--- config.mk ---
export PLATFORM = sky130hd
export DESIGN_NAME = pattern_seq_detector
export DESIGN_NICKNAME = d
export VERILOG_FILES = /design/src/rtl/pattern_seq_detector.sv
export SDC_FILE = /design/constraint.sdc
export NUM_CORES = 1
export LEC_CHECK = 0
export BUFFER_PORTS_ARGS = -buffer_cell sky130_fd_sc_hd__buf_2
export CAP_MARGIN = 15
export CORE_MARGIN = 3
export CORE_UTILIZATION = 30
export CTS_CLUSTER_SIZE = 12
export DETAILED_ROUTE_END_ITERATION = 7
export GPL_TIMING_DRIVEN = 0
export PLACE_DENSITY = 0.53
export SYNTH_ARGS = -nofsm -noshare
export SYNTH_HDL_FRONTEND = slang
export SYNTH_SLANG_ARGS = --single-unit
--- constraint.sdc ---
create_clock -name clk -period 7.4 [get_ports clk]
set_input_delay 0.37 -clock clk [delete_from_list [all_inputs] [get_ports clk]]
set_output_delay 0.37 -clock clk [all_outputs]
set_load 0.1 [all_outputs]
--- src/rtl/pattern_seq_detector.sv ---
// -----------------------------------------------------------------------------
// pattern_seq_detector
//
// Serial bit-pattern detector with a runtime-loadable pattern, selectable
// overlapping / non-overlapping detection, a saturating match counter and a
// seven-segment glyph of the counter's low nibble.
//
// Parameters
//   PAT_LEN  pattern length in bits (2..8)
//   PATTERN  pattern value restored by reset (PAT_LEN bits)
//   CNT_W    match counter width (4..16)
//
// Ports
//   clk          rising-edge clock for all state
//   rst          synchronous, active-high reset
//   en           global enable; when low every register holds (rst still acts)
//   bit_valid    x is presented this cycle
//   x            serial data bit
//   overlap      1 = matches may share bits, 0 = each match needs fresh bits
//   load         strobe: capture pat_in as the pattern, restart history fill
//   pat_in       new pattern value
//   clear_cnt    strobe: zero match_count (wins over a same-edge detection)
//   match        registered one-cycle detection pulse
//   match_count  registered saturating detection count
//   seg          {dp = match, g..a = hex glyph of match_count[3:0]}
// -----------------------------------------------------------------------------
module pattern_seq_detector #(
  parameter int unsigned          PAT_LEN = 4,
  parameter logic [PAT_LEN-1:0]   PATTERN = 4'b1101,
  parameter int unsigned          CNT_W   = 8
) (
  input  logic               clk,
  input  logic               rst,
  input  logic               en,
  input  logic               bit_valid,
  input  logic               x,
  input  logic               overlap,
  input  logic               load,
  input  logic [PAT_LEN-1:0] pat_in,
  input  logic               clear_cnt,
  output logic               match,
  output logic [CNT_W-1:0]   match_count,
  output logic [7:0]         seg
);

  // fill counts accepted bits since reset/load/non-overlapping match, 0..PAT_LEN
  localparam int unsigned        FILL_W    = $clog2(PAT_LEN + 1);
  localparam logic [FILL_W-1:0]  FILL_MAX  = FILL_W'(PAT_LEN);
  localparam logic [FILL_W-1:0]  FILL_LAST = FILL_W'(PAT_LEN - 1);

  logic [PAT_LEN-1:0] hist_q, hist_d;
  logic [FILL_W-1:0]  fill_q, fill_d;
  logic [PAT_LEN-1:0] pat_q,  pat_d;
  logic               match_q, match_d;
  logic [CNT_W-1:0]   cnt_q,  cnt_d;

  logic               accept;
  logic [PAT_LEN-1:0] shifted;
  logic               detect;
  logic [6:0]         seg_glyph;

  // A bit arriving together with load is dropped.
  assign accept  = en & bit_valid & ~load;
  assign shifted = {hist_q[PAT_LEN-2:0], x};
  // The incoming bit completes a window only if PAT_LEN-1 valid bits precede it.
  assign detect  = accept && (shifted == pat_q) && (fill_q >= FILL_LAST);

  always_comb begin
    hist_d  = hist_q;
    fill_d  = fill_q;
    pat_d   = pat_q;
    match_d = match_q;
    cnt_d   = cnt_q;

    if (en) begin
      match_d = detect;

      if (load) begin
        pat_d  = pat_in;
        fill_d = '0;
      end else if (bit_valid) begin
        hist_d = shifted;
        if (detect && !overlap) begin
          fill_d = '0;
        end else if (fill_q != FILL_MAX) begin
          fill_d = fill_q + 1'b1;
        end
      end

      if (clear_cnt) begin
        cnt_d = '0;
      end else if (detect && (cnt_q != '1)) begin
        cnt_d = cnt_q + 1'b1;
      end
    end
  end

  always_ff @(posedge clk) begin
    if (rst) begin
      hist_q  <= '0;
      fill_q  <= '0;
      pat_q   <= PATTERN;
      match_q <= 1'b0;
      cnt_q   <= '0;
    end else begin
      hist_q  <= hist_d;
      fill_q  <= fill_d;
      pat_q   <= pat_d;
      match_q <= match_d;
      cnt_q   <= cnt_d;
    end
  end

  always_comb begin
    seg_glyph = 7'h71;
    case (cnt_q[3:0])
      4'h0:    seg_glyph = 7'h3F;
      4'h1:    seg_glyph = 7'h06;
      4'h2:    seg_glyph = 7'h5B;
      4'h3:    seg_glyph = 7'h4F;
      4'h4:    seg_glyph = 7'h66;
      4'h5:    seg_glyph = 7'h6D;
      4'h6:    seg_glyph = 7'h7D;
      4'h7:    seg_glyph = 7'h07;
      4'h8:    seg_glyph = 7'h7F;
      4'h9:    seg_glyph = 7'h6F;
      4'hA:    seg_glyph = 7'h77;
      4'hB:    seg_glyph = 7'h7C;
      4'hC:    seg_glyph = 7'h39;
      4'hD:    seg_glyph = 7'h5E;
      4'hE:    seg_glyph = 7'h79;
      default: seg_glyph = 7'h71;
    endcase
  end

  assign match       = match_q;
  assign match_count = cnt_q;
  assign seg         = {match_q, seg_glyph};

endmodule

==> flow_summary_export.csv, run 1 <==
group,metric,value,unit
global_routing,grt_pass1_vias,1194,
die,dieArea,6057,µm²
pwr,p_leak,0.8238,nW
logic_synthesis,ys_types,50,
worst_setup_path,reg2reg_slack,4490,ps
timing,rsz0062_at_grt,"no",
cells_and_area,fill_cells,526,
cells_and_area,layout_common_cells,"buf_2, dfxtp_1, nor2_1",
place,numPortBuffers,25,
timing,finalCritPeriodShare,39.27,%
timing,tightest_slew,554.6,ps
cells_and_area,multi_input_area,928.4,µm²
clock_network,cts.clk_slew.worst_paths,90,ps
place,place.gp.congestion,0.7687,
hold_path,min_path_cells,3,
routing,drt_pass1_iterations,4,
clock_network,clk_latency,270,ps
global_routing,grt_remaining_overflow,0,
timing,drv_slew,0,
timing,fin_setup_tns,0,ps
routing,num_vias,1297,
timing,skew,4.423,ps
worst_setup_path,cp-end-kind,"flip-flop",
global_routing,grt_max_degree,15,
die,start_util,31.92,%
clock_network,numClockSinks,26,
cells_and_area,num-nets-final,222,
logic_synthesis,synth_top_area_share,33.63,%
cells_and_area,drive_gt1_share,23.74,%
pwr,finalPower,0.2547,mW
logic_synthesis,synth_area,1548,µm²
routing,viasPerCell,4.894,
clock_network,h-tree-depth,1,
clock_network,tritoncts,"built",
logic_synthesis,synth_ff_type,"dfxtp_1",
routing,drtIter0Drc,36,
place,dpl_cell_area,1757,µm²
clock_network,hold_buffers,0,
logic_synthesis,yosysTopAreaCell,"dfxtp_1",
routing,drc,0,
logic_synthesis,syn_nets,192,
clock_network,cts-resized-gates,0,
pwr,irDropWorstVdd,0.00005700,V
clock_network,root_buffer,"clkbuf_8",
run_status,status,"finished, final reports clean",
timing,fin_hold_ws,325.2,ps
cells_and_area,antenna_cells,0,
cells_and_area,area_growth,17.06,%
place,hpwlAfterDp,2562,µm
clock_network,clock_tree.buffer_depth,2,
clock_network,post_cts_buffers,0,
timing,max_freq,344.1,MHz
timing,hold_violations,0,
logic_synthesis,synthCells,169,
die,ioPinCount,29,
worst_setup_path,worstPathMaxFanout,8,
routing,ant_nets,0,
logic_synthesis,synth-edff-count,0,
worst_setup_path,r2r_cells,9,
logic_synthesis,avgSynthCellArea,9.158,µm²
timing,period_minus_slack,2906,ps
logic_synthesis,synth_seq_cells,26,
die,row_count,25,
worst_setup_path,critPathKind,"reg2reg",
die,die_w,77.83,µm
timing,setup_violations,0,
place,dp_cells,261,
hold_path,hp-class,"in2reg",
routing,routed_wirelength,3261,µm
global_routing,grt_antenna_before_repair,0,
pwr,powerDensity,140.6,nW/µm²
routing,highest_layer,"met4",
cells_and_area,register_area,520.5,µm²
job,maxCapViolations,0,
worst_setup_path,crit_required,7560,ps
cells_and_area,fin_cells,265,
timing,maxSlewHeadroom,62.07,%
routing,wl_per_cell,12.31,µm
routing,wl_met2,1509,µm
cells_and_area,final_area,1812,µm²
logic_synthesis,seq_area_frac_synth,33.63,%
worst_setup_path,crit_arrival,3070,ps
logic_synthesis,yosysWarnings,0,
die,fp.dieH,77.83,µm
logic_synthesis,async_flop_share,0,%
routing,met3_length,130,µm
global_routing,grtUsageTotal,10.83,%
logic_synthesis,synth_area_leaders,"dfxtp_1, ha_1, mux2i_1",
die,core_area,4848,µm²
routing,met1_length,1591,µm
global_routing,grt_pass1_wl,5306,µm
clock_network,numCtsBuffers,3,
worst_setup_path,start_kind,"flip-flop",
[final timing paths]
path                  start            to
max          match_count[0]  seg_glyph[3]
min               pat_in[2]      pat_q[2]
max reg2reg  match_count[0]  seg_glyph[3]
min reg2reg        pat_q[1]      pat_q[1]
[cells in the mapped netlist, types with 3 or more instances]
library cell  instances
xor2_1                5
nand3_1              12
nand2_1               9
o21ai_0               4
a21oi_1               8
xnor2_1               4
and3_1                4
nand4_1               3
mux2i_1               6
dfxtp_1              26
nor2_1               14
o31ai_1               3
ha_1                 11
clkbuf_1              3
inv_1                12
[worst max-delay path, cell delays in order (launching register included)]
cell and delay, ps:
dfxtp_1 390, ha_1 300, and3_1 230, a211o_4 390, or4_1 480, a21oi_2 280
inv_1 100, ha_1 280, o31ai_1 260, mux2i_1 100
[routing by layer]
metal	track usage (%)	vias up
li1	-	666
met1	13.91	611
met2	17.55	18
met3	3.132	2
met4	3.025	0
met5	0	-
[sequential cells by signal, indices dropped and copies added (netlist names)]
register	cells
seg_glyph	7
fill_q	3
match	1
match_count	8
hist_q	3
pat_q	4
[cell type report]
cell class	count	area share, %
repair buffers	25	6.906
inverters	12	2.486
well taps	67	4.627
clock buffers	4	3.039
flip-flops and latches	26	28.73
plain buffers	8	2.970
multi-input cells	123	51.24
[where the power goes]
| part | switching, mW | internal (mW) |
|---|---|---|
| clock | 0.0450 | 0.0476 |
| sequential | 0.00138 | 0.142 |
| combinational | 0.0115 | 0.00754 |
[kinds of logic after synthesis]
group / Yosys count / synth area share (%)
adder cells (fa/ha/maj): 11 / 8.892
flip-flops: 26 / 33.63
AO/OA/AOI/OAI: 33 / 16.33
multiplexers: 9 / 6.305
XOR/XNOR: 9 / 5.093
buffers and inverters: 20 / 6.385
AND/OR/NAND/NOR: 61 / 23.36
[per-stage QoR]
step / worst slack [ps] / util, %
detailed placement: 4434 / 36.23
finish: 4494 / 37.37
global route: 4234 / 37.37
floorplan: 4247 / -
global placement: 4438 / 36.23
CTS: 4471 / 37.37
Power figures use the tool's default switching activity.
==> run 2, diff against run 1 <==
--- a/config.mk
+++ b/config.mk
@@ -12,7 +12,7 @@
 export CTS_CLUSTER_SIZE = 12
 export DETAILED_ROUTE_END_ITERATION = 7
 export GPL_TIMING_DRIVEN = 0
-export PLACE_DENSITY = 0.53
+export PLACE_DENSITY = 0.55
 export SYNTH_ARGS = -nofsm -noshare
 export SYNTH_HDL_FRONTEND = slang
 export SYNTH_SLANG_ARGS = --single-unit
==> constraint.sdc (replaced) <==
create_clock -name clk -period 2.5 [get_ports clk]
set_input_delay 0.125 -clock clk [delete_from_list [all_inputs] [get_ports clk]]
set_output_delay 0.125 -clock clk [all_outputs]
set_load 0.1 [all_outputs]
==> flow_summary_export.csv, run 2 (synthesis results as in run 1) <==
group,metric,value,unit
clock_network,root_buffer,"clkbuf_8",
die,core_area,4848,µm²
timing,max_freq,404.4,MHz
timing,maxSlewHeadroom,58.26,%
die,dieArea,6057,µm²
timing,fin_hold_ws,81.43,ps
worst_setup_path,r2r_cells,9,
job,maxCapViolations,0,
die,start_util,31.92,%
worst_setup_path,crit_arrival,2630,ps
cells_and_area,antenna_cells,0,
cells_and_area,num-nets-final,245,
cells_and_area,area_growth,39.13,%
die,die_w,77.83,µm
run_status,status,"finished, final reports clean",
clock_network,cts.clk_slew.worst_paths,90,ps
timing,setup_violations,0,
die,ioPinCount,29,
cells_and_area,drive_gt1_share,45.25,%
worst_setup_path,cpMostUsedCell,"ha_4",
clock_network,numClockSinks,26,
routing,drt_pass1_iterations,4,
place,dp_cells,261,
global_routing,grt_pass1_vias,1353,
routing,viasPerCell,4.917,
die,row_count,25,
clock_network,h-tree-depth,1,
worst_setup_path,critPathKind,"reg2reg",
clock_network,tritoncts,"built",
cells_and_area,layout_common_cells,"buf_2, buf_4, dfxtp_1",
routing,drc,0,
global_routing,grt_antenna_before_repair,0,
timing,finalCritPeriodShare,98.91,%
clock_network,clock_tree.buffer_depth,2,
pwr,powerDensity,348.6,nW/µm²
die,fp.dieH,77.83,µm
cells_and_area,largest_reg_flops,8,
worst_setup_path,crit_required,2660,ps
place,numPortBuffers,25,
pwr,irDropWorstVdd,0.0001818,V
routing,ant_nets,0,
clock_network,clk_latency,270,ps
worst_setup_path,cpPeakStageDelay,440,ps
timing,tightest_slew,610.3,ps
timing,drv_slew,0,
worst_setup_path,worstPathMaxFanout,5,
timing,rsz0062_at_grt,"yes",
hold_path,min_path_cells,3,
worst_setup_path,start_kind,"flip-flop",
global_routing,grt_remaining_overflow,0,
routing,wl_per_cell,12.97,µm
timing,skew,2.871,ps
worst_setup_path,crit_chain,"ha_4 > and3_4 > a211o_4 > or4_4 > a21oi_4 > inv_2 > ha_4 > o31ai_4 > mux2i_1",
global_routing,grtUsageTotal,12.29,%
routing,routed_wirelength,3736,µm
timing,period_minus_slack,2473,ps
routing,drtIter0Drc,47,
routing,num_vias,1416,
global_routing,grt_pass1_wl,6065,µm
place,hpwlAfterDp,2545,µm
cells_and_area,layout_commonest_cell,"buf_2",
global_routing,grt_max_degree,15,
clock_network,numCtsBuffers,3,
pwr,p_leak,0.9418,nW
timing,fin_setup_tns,0,ps
place,place.gp.congestion,0.7942,
hold_path,hp-class,"in2reg",
worst_setup_path,cp-end-kind,"flip-flop",
worst_setup_path,slowest_stage,"or4_4",
timing,hold_violations,0,
cells_and_area,final_util,44.41,%
cells_and_area,fin_cells,288,
==> run 2: cell types whose count changed in the layout (fill, tap and decap cells not counted), moves of 2 or more <==
cell / change
a21oi_4: +2
ha_2: +3
ha_4: +5
buf_4: +22
dfxtp_1: -11
ha_1: -8
inv_1: -3
dfxtp_2: +6
a211oi_1: -2
a21oi_1: -2
inv_2: +3
dfxtp_4: +5
==> run 2: critical path, delay by kind of cell (launching register included) <==
family                     cells  cell delay (ps)
buffers and inverters          1              100
adders and majority gates      2              400
and+or+nand+nor                2              620
muxes                          1              100
DFF                            1              370
AOI/OAI and AO/OA              3              760
==> run 2: final timing paths <==
kind / slack [ps] / start / end
setup / recovery: 30 / match_count[0] / seg_glyph[3]
hold / removal: 80 / pat_in[2] / pat_q[2]
setup reg to reg: 30 / match_count[0] / seg_glyph[3]
hold reg to reg: 490 / pat_q[3] / pat_q[3]
==> run 2: report_power, final <==
| part | switching, mW | internal (mW) |
|---|---|---|
| registers | 0.00515 | 0.415 |
| logic | 0.0351 | 0.0230 |
| clock network | 0.132 | 0.141 |
| total | 0.172 | 0.578 |
==> run 2: metrics by stage <==
| step | total power, mW | cell area, µm² | setup slack (ps) |
|---|---|---|---|
| global route | 0.7872 | 2153 | -45.44 |
| detailed placement | 0.4865 | 1798 | -332.2 |
| CTS | 0.7630 | 2001 | -66.11 |
| global placement | 0.4859 | 1798 | -342.2 |
| finish | 0.7507 | 2153 | 27.28 |
| floorplan | 0.4681 | 1589 | -95.97 |
==> run 2: layout make-up <==
cell class	count	area, µm²
repair buffers	48	301.5
plain buffers	8	53.80
fillers	478	2695
well taps	67	83.83
inverters	12	45.04
clock buffers	4	55.05
flip-flops and latches	26	546.8
multi-input cells	123	1067
==> run 2: what timing repair did <==
| action | CTS | global route |
|---|---|---|
| cloned | 0 | 0 |
| endpoints found under the setup margin | 7 | 6 |
| buffers inserted | 14 | 9 |
| hold buffers | 0 | 0 |
| pin swaps | 9 | 14 |
| gates resized for setup | 13 | 17 |
==> run 2: routing by layer <==
layer / part of all wire (%) / vias up / track usage, %
met5: 0 / - / 0
met4: 1.6 / 0 / 5.338
met3: 5.0 / 5 / 2.088
met2: 47 / 32 / 19.61
met1: 46 / 668 / 16.17
li1: - / 711 / -
==> run 3, diff against run 2 <==
--- a/config.mk
+++ b/config.mk
@@ -7,6 +7,7 @@
 export LEC_CHECK = 0
 export BUFFER_PORTS_ARGS = -buffer_cell sky130_fd_sc_hd__buf_2
 export CAP_MARGIN = 15
+export CORE_ASPECT_RATIO = 1.2
 export CORE_MARGIN = 3
 export CORE_UTILIZATION = 30
 export CTS_CLUSTER_SIZE = 12
==> flow_summary_export.csv, run 3 (synthesis results as in run 1) <==
group,metric,value,unit
run_status,status,"finished, final reports clean",
pwr,p_leak,0.9145,nW
cells_and_area,num-nets-final,239,
die,ioPinCount,29,
worst_setup_path,r2r_cells,9,
worst_setup_path,reg2reg_slack,20,ps
global_routing,grt_antenna_before_repair,0,
routing,drt_pass1_iterations,4,
worst_setup_path,worstPathMaxFanout,5,
worst_setup_path,critical-path-top-delay-family,"compound AO/OA/AOI/OAI gates",
timing,maxSlewHeadroom,59.84,%
routing,ant_nets,0,
die,fp.dieH,84.68,µm
clock_network,numCtsBuffers,3,
global_routing,grt_max_degree,15,
cells_and_area,drive_gt1_share,42.33,%
worst_setup_path,crit_chain,"ha_4 > and3_4 > a211o_4 > or4_4 > a21oi_4 > inv_2 > ha_4 > o31ai_4 > mux2i_1",
timing,finalCritPeriodShare,99.34,%
die,dieArea,6061,µm²
routing,drc,0,
cells_and_area,layout_common_cells,"buf_2, buf_4, dfxtp_1",
die,start_util,31.11,%
timing,tightest_slew,587.3,ps
place,place.gp.congestion,0.7890,
timing,max_freq,402.7,MHz
worst_setup_path,crit_buf_inv,1,
global_routing,grt_pass1_vias,1323,
worst_setup_path,start_kind,"flip-flop",
routing,num_vias,1376,
die,die_w,71.57,µm
global_routing,grt_remaining_overflow,0,
place,hpwlAfterDp,2560,µm
routing,wl_per_cell,13.53,µm
place,numPortBuffers,25,
worst_setup_path,cpMostUsedCell,"ha_4",
worst_setup_path,path_depth,9,
timing,setup_violations,0,
pwr,powerDensity,364.3,nW/µm²
cells_and_area,largest_reg_flops,8,
place,dp_cells,254,
clock_network,tritoncts,"built",
global_routing,grtUsageTotal,12.26,%
global_routing,grt_pass1_wl,5975,µm
die,core_area,4975,µm²
routing,viasPerCell,5.004,
cells_and_area,antenna_cells,0,
routing,routed_wirelength,3721,µm
clock_network,numClockSinks,26,
worst_setup_path,crit_arrival,2640,ps
clock_network,hold_buffers,0,
clock_network,clock_tree.buffer_depth,2,
job,maxCapViolations,0,
worst_setup_path,slowest_stage,"or4_4",
routing,drtIter0Drc,38,
timing,rsz0062_at_grt,"yes",
cells_and_area,area_growth,34.20,%
worst_setup_path,cpPeakStageDelay,450,ps
clock_network,h-tree-depth,1,
hold_path,hp-class,"in2reg",
timing,fin_hold_ws,86.83,ps
worst_setup_path,critPathKind,"reg2reg",
worst_setup_path,crit_required,2660,ps
pwr,irDropWorstVdd,0.0001633,V
worst_setup_path,cp-end-kind,"flip-flop",
cells_and_area,fin_cells,275,
clock_network,clk_latency,270,ps
timing,hold_violations,0,
clock_network,cts.clk_slew.worst_paths,100,ps
timing,period_minus_slack,2483,ps
clock_network,root_buffer,"clkbuf_8",
die,row_count,28,
timing,skew,8.817,ps
timing,drv_slew,0,
cells_and_area,layout_commonest_cell,"buf_2",
hold_path,min_path_cells,3,
==> run 3: cell count changes in the layout (fill, tap and decap cells not counted), sizes merged <==
cell | previous run | this run
buf | 53 | 47
==> run 3: stage by stage <==
step	total power [mW]	utilization, %	setup TNS, ps	instance area, µm²	setup WS [ps]
after global routing	0.7890	41.75	-111.5	2077	-54.23
after global placement	0.4856	35.97	-1308	1789	-375.3
after floorplan	0.4681	-	-95.97	1589	-95.97
after detailed placement	0.4870	35.97	-1483	1789	-401.0
after CTS	0.7663	39.24	-198.0	1952	-71.37
final	0.7567	41.75	0	2077	16.57
==> run 3: where the power goes <==
group / switching (mW) / total (mW) / internal, mW
Clock: 0.136 / 0.277 / 0.141
Sequential: 0.00462 / 0.420 / 0.416
Combinational: 0.0358 / 0.0597 / 0.0239
==> run 3: repair_timing <==
action,in CTS,in global routing
endpoints found under the setup margin,7,7
endpoints found under the hold margin,0,0
setup buffers,9,9
pin swaps,7,6
gates resized for setup,11,12
==> run 3: area by class of cell <==
class | instances | area [µm²]
tap | 60 | 75.07
buffer | 7 | 48.80
multi-input combinational | 123 | 1049
sequential | 26 | 544.3
clock buffer | 4 | 55.05
timing repair buffer | 43 | 260.3
inverter | 12 | 45.04
fill | 505 | 2898
==> run 3: worst paths after layout <==
| kind | start | to |
|---|---|---|
| worst max-delay path | match_count[0] | seg_glyph[3] |
| worst min-delay path | pat_in[2] | pat_q[2] |
| worst max register to register | match_count[0] | seg_glyph[3] |
| worst min register to register | pat_q[1] | pat_q[1] |
==> run 3: routing by layer <==
layer	GRT usage [%]	up-vias	wire length, µm
met2	21.24	30	1925
met4	4.786	0	36
met1	14.59	646	1570
li1	-	696	-
met3	2.515	4	189
met5	0	-	0
==> run 3: worst register-to-register path, delay by kind of cell, from the launching register on <==
family,cells,cell delay (ps)
AND/OR/NAND/NOR,2,630
flip-flops,1,360
AO/OA/AOI/OAI,3,820
multiplexers,1,100
adder cells (fa/ha/maj),2,380
buffers and inverters,1,90
